$ cat src/rtl/step_controller.sv
// step_controller: advances a PC from a divided free-run tick or a debounced single-step button,
// mirroring PC low bits and a heartbeat onto the board LEDs.
module step_controller #(
  parameter int DIV_BITS = 23,
  parameter int DEBOUNCE_CYCLES = 16,
  parameter int PC_WIDTH = 64,
  parameter int PC_INC = 1,
  parameter int LED_COUNT = 10
) (
  input  logic                 clk,
  input  logic                 rst,
  input  logic                 mode,
  input  logic                 run_en,
  input  logic                 step_btn,
  input  logic                 pc_load,
  input  logic [PC_WIDTH-1:0]  pc_load_value,
  output logic                 step,
  output logic [PC_WIDTH-1:0]  pc,
  output logic [LED_COUNT-1:0] led
);
  localparam int DW = $clog2(DEBOUNCE_CYCLES);
  localparam int LW = LED_COUNT - 1;
  typedef enum logic [1:0] {IDLE, PRESS_WAIT, PRESSED, RELEASE_WAIT} state_t;
  state_t state, state_n;
  logic [DW-1:0] dcnt, dcnt_n;
  logic [DIV_BITS-1:0] div_cnt;
  logic s1, btn_s, dcnt_last, btn_req, tick_req, step_req;
  always_ff @(posedge clk) begin
    if (rst) begin
      s1 <= 1'b0;
      btn_s <= 1'b0;
      state <= IDLE;
      dcnt <= '0;
    end else begin
      s1 <= step_btn;
      btn_s <= s1;
      state <= state_n;
      dcnt <= dcnt_n;
    end
  end
  assign dcnt_last = dcnt == DW'(DEBOUNCE_CYCLES - 1);
  always_comb begin
    state_n = state;
    dcnt_n = dcnt;
    case (state)
      IDLE: if (btn_s) begin
        state_n = PRESS_WAIT;
        dcnt_n = '0;
      end
      PRESS_WAIT:
        if (!btn_s) state_n = IDLE;
        else if (dcnt_last) state_n = PRESSED;
        else dcnt_n = dcnt + 1'b1;
      PRESSED: if (!btn_s) begin
        state_n = RELEASE_WAIT;
        dcnt_n = '0;
      end
      default:
        if (btn_s) state_n = PRESSED;
        else if (dcnt_last) state_n = IDLE;
        else dcnt_n = dcnt + 1'b1;
    endcase
  end
  // One request per debounced press: only the PRESS_WAIT -> PRESSED transition raises it.
  always_comb btn_req = (state == PRESS_WAIT) && btn_s && dcnt_last;
  assign tick_req = (&div_cnt) & run_en & ~mode;
  assign step_req = tick_req | (btn_req & mode);
  always_ff @(posedge clk) begin
    if (rst) begin
      div_cnt <= '0;
      pc <= '0;
      step <= 1'b0;
    end else begin
      div_cnt <= div_cnt + 1'b1;
      pc <= pc_load ? pc_load_value : step_req ? pc + PC_WIDTH'(PC_INC) : pc;
      step <= ~pc_load & step_req;
    end
  end
  // Narrow PCs are zero-extended so the upper LEDs stay dark.
  if (PC_WIDTH >= LW) begin : g_led_wide
    assign led = {pc[LW-1:0], div_cnt[DIV_BITS-1]};
  end else begin : g_led_narrow
    assign led = {{(LW-PC_WIDTH){1'b0}}, pc, div_cnt[DIV_BITS-1]};
  end
endmodule

$ cat config.mk
export PLATFORM = sky130hd
export DESIGN_NAME = step_controller
export DESIGN_NICKNAME = d
export VERILOG_FILES = /design/src/rtl/step_controller.sv
export SDC_FILE = /design/constraint.sdc
export NUM_CORES = 1
export LEC_CHECK = 0
export CORE_MARGIN = 2
export CORE_UTILIZATION = 50
export CTS_BUF_LIST = sky130_fd_sc_hd__clkbuf_4
export DETAILED_ROUTE_END_ITERATION = 10
export PLACE_DENSITY = 0.83
export SETUP_SLACK_MARGIN = 0.4
export SYNTH_ARGS = -nofsm -noshare
export SYNTH_HDL_FRONTEND = slang
export SYNTH_SLANG_ARGS = --single-unit
export TNS_END_PERCENT = 30
$ cat constraint.sdc
create_clock -name clk -period 3 [get_ports clk]
set_input_delay 0.6 -clock clk [delete_from_list [all_inputs] [get_ports clk]]
set_output_delay 0.6 -clock clk [all_outputs]
set_load 0.02 [all_outputs]
==> results of run 1 <==
## registers in the layout, indices dropped and copies added, names as in the netlist, named ones only
name and flops:
state 1, step 1, div_cnt 23, pc 64
dcnt 4, s1 1, btn_s 1
## area by class of cell
type,instances,area (um^2)
multi-input combinational,475,3020
fill,769,2980
sequential,96,1920
timing repair buffer,162,1600
tap,133,166
clock buffer,10,75.1
clock inverter,6,66.3
inverter,10,38.8
## final timing paths
path	cells after the start	slack, ps	to	from
setup / recovery	7	400	pc[42]	div_cnt[0]
hold / removal	1	440	btn_s	s1
setup reg to reg	7	400	pc[42]	div_cnt[0]
hold reg to reg	1	440	btn_s	s1
## timing repair
| action | CTS | global route |
|---|---|---|
| setup endpoints to repair | 10 | 34 |
| cloned | 0 | 0 |
| buffers inserted | 0 | 1 |
| pin swaps | 1 | 1 |
| gates resized for setup | 2 | 11 |
| hold buffers | 0 | 0 |
## Yosys cell counts (3+ instances only)
cell type,number
nor2_1,102
dfxtp_1,96
xnor2_1,49
nand2_1,46
a211oi_1,43
clkbuf_1,33
nand3_1,29
nor3_1,23
nand4_1,22
xor2_1,19
nor4_1,17
a311oi_1,16
o21ai_0,14
or3_1,12
and3_1,11
buf_4,10
inv_1,9
a21oi_1,7
nor4b_1,7
or4_1,7
ha_1,6
nor2b_1,6
o31ai_1,6
nor3b_1,4
o21bai_1,4
mux2i_1,3
## through the flow
| step | instance area, um^2 | util | setup WS [ps] |
|---|---|---|---|
| floorplan | 5120 | - | 524 |
| global placement | 6670 | 0.676 | 187 |
| detailed placement | 6670 | 0.676 | 106 |
| CTS | 6820 | 0.692 | 429 |
| global route | 6890 | 0.698 | 273 |
| finish | 6890 | 0.698 | 399 |
## critical path, cell delays in order (launching register included)
cell	delay, ps
dfxtp_1	420
ha_1	220
nand3_2	160
nor3_4	280
a41oi_4	210
or4_4	620
or3_1	370
a311oi_1	250
## cell families after synthesis
family	count (synthesis)	share of synthesized area
buffers and inverters	55	0.0479
AO/OA/AOI/OAI	98	0.142
adder cells (fa/ha/maj)	6	0.0147
multiplexers	4	0.00806
AND/OR/NAND/NOR	299	0.296
flip-flops	96	0.375
XOR/XNOR	68	0.116
## layer usage
metal,wire length [um],vias to the layer above,track usage
met1,6300,2423,0.333
met4,275,0,0.0990
met3,910,23,0.0462
met2,7080,199,0.444
li1,-,2509,-
met5,0,-,0
## power by group
part,leakage (uW),switching (uW),internal (uW)
registers,0.000792,93.5,1340
logic,0.00138,230,268
clock network,0.0000811,449,269
total,0.00225,773,1880
==> qor.yml, run 1 <==
synthesis:
  synth-seq-cells: 96
  ys_seq_area_frac: 0.375
  syn-cell-area_um2: 5120
  synthCells: 626
  synthFlopType: "dfxtp_1"
  ys_types: 47
  synth_top_area_cell: "dfxtp_1"
  synthesis.nets: 702
  ys_top_cells_by_area: "dfxtp_1 (38%), xnor2_1 (8.4%), nor2_1 (7.5%)"
  synthArstFlopShare: 0
  synth_edf_count: 0
  avgSynthCellArea_um2: 8.18
  yosys.area.top_type_share: 0.375
  yosys_warnings: 0
floorplan:
  core-area_um2: 9860
  die-area_um2: 11100
  die_y_um: 105
  ioPinCount: 145
  dieWidth_um: 105
  initial_core_util: 0.519
  num_rows: 36
timing:
  worstMarginPinSlew_ps: 567
  setup_tns_ps: 0
  fmax_ghz: 0.384
  setup_viol: 0
  timing.hold.ws_ps: 444
  finalClockSkew_ps: 22.3
  fin_crit_ps: 2600
  max_slew_margin: 0.622
  rsz0062_at_grt: "yes"
  hold_viol_final: 0
  post-route-period-util: 0.867
  finalMaxSlewViolations: 0
detailed_routing:
  drtPass1Iterations: 5
  antenna_left: 0
  avgRoutedWirePerCell_um: 16.3
  drt-initial-drc-count: 227
  avgViaCountPerCell: 5.78
  vias: 5154
  drcViolationCount: 0
  drt_wl_total_um: 14600
power_and_ir_drop:
  power.density_nw_per_um2: 385
  vdd_drop_max_uv: 281
  p_leak_uw: 0.00225
  power_uw: 2650
grt:
  grt_max_degree: 93
  overflow: 0
  gr-usage-all-layers: 0.263
  grt_pass1_vias: 5102
  antenna_found_initial: 0
  grt_pass1_wl_um: 24100
critical_path:
  start_kind: "flop"
  critPathRequiredTime_ps: 3370
  critical_path_class: "flop to flop"
  critPathCaptureType: "flop"
  arrival_ps: 2970
  critPathMaxFanout: 7
flow_run:
  maxCapViolations: 0
layout:
  fin_nets: 830
  drive_above_1_share: 0.0738
  antenna_cells: 0
  fin_cells: 892
  final_common_cell: "clkdlybuf4s50_1"
  syn_to_final_growth_pct: 34.5
  mostFrequentLayoutCells: "clkdlybuf4s50_1 (143), nor2_1 (102), dfxtp_1 (94)"
clock_network:
  cts_sinks: 96
  clkLatencyLatePin_ps: 450
  cts_tree: "done"
  cts.clk_slew.worst_paths_ps: 160
  h-tree-depth: 3
  clockBufferDepth: 2
  root_buffer: "clkbuf_4"
  cts_buffers: 9
placed_design:
  hpwl_um: 10700
  portBuffers: 144
  dp_cells: 875
  gp_congestion: 0.884
outcome:
  status: "finished clean"
hold_path:
  hp-class: "flop to flop"
No activity file was read; power rests on OpenSTA's default activity.
==> inputs of run 2 (changes only) <==
Settings changed: CAP_MARGIN from default to 20.
==> results of run 2 <==
No change in the layout: final DEF, timing and power equal those of run 1.
==> inputs of run 3 (changes only) <==
Settings changed: CAP_MARGIN 20 to 40.
==> results of run 3 <==
No change in the layout: final DEF, timing and power equal those of run 1.
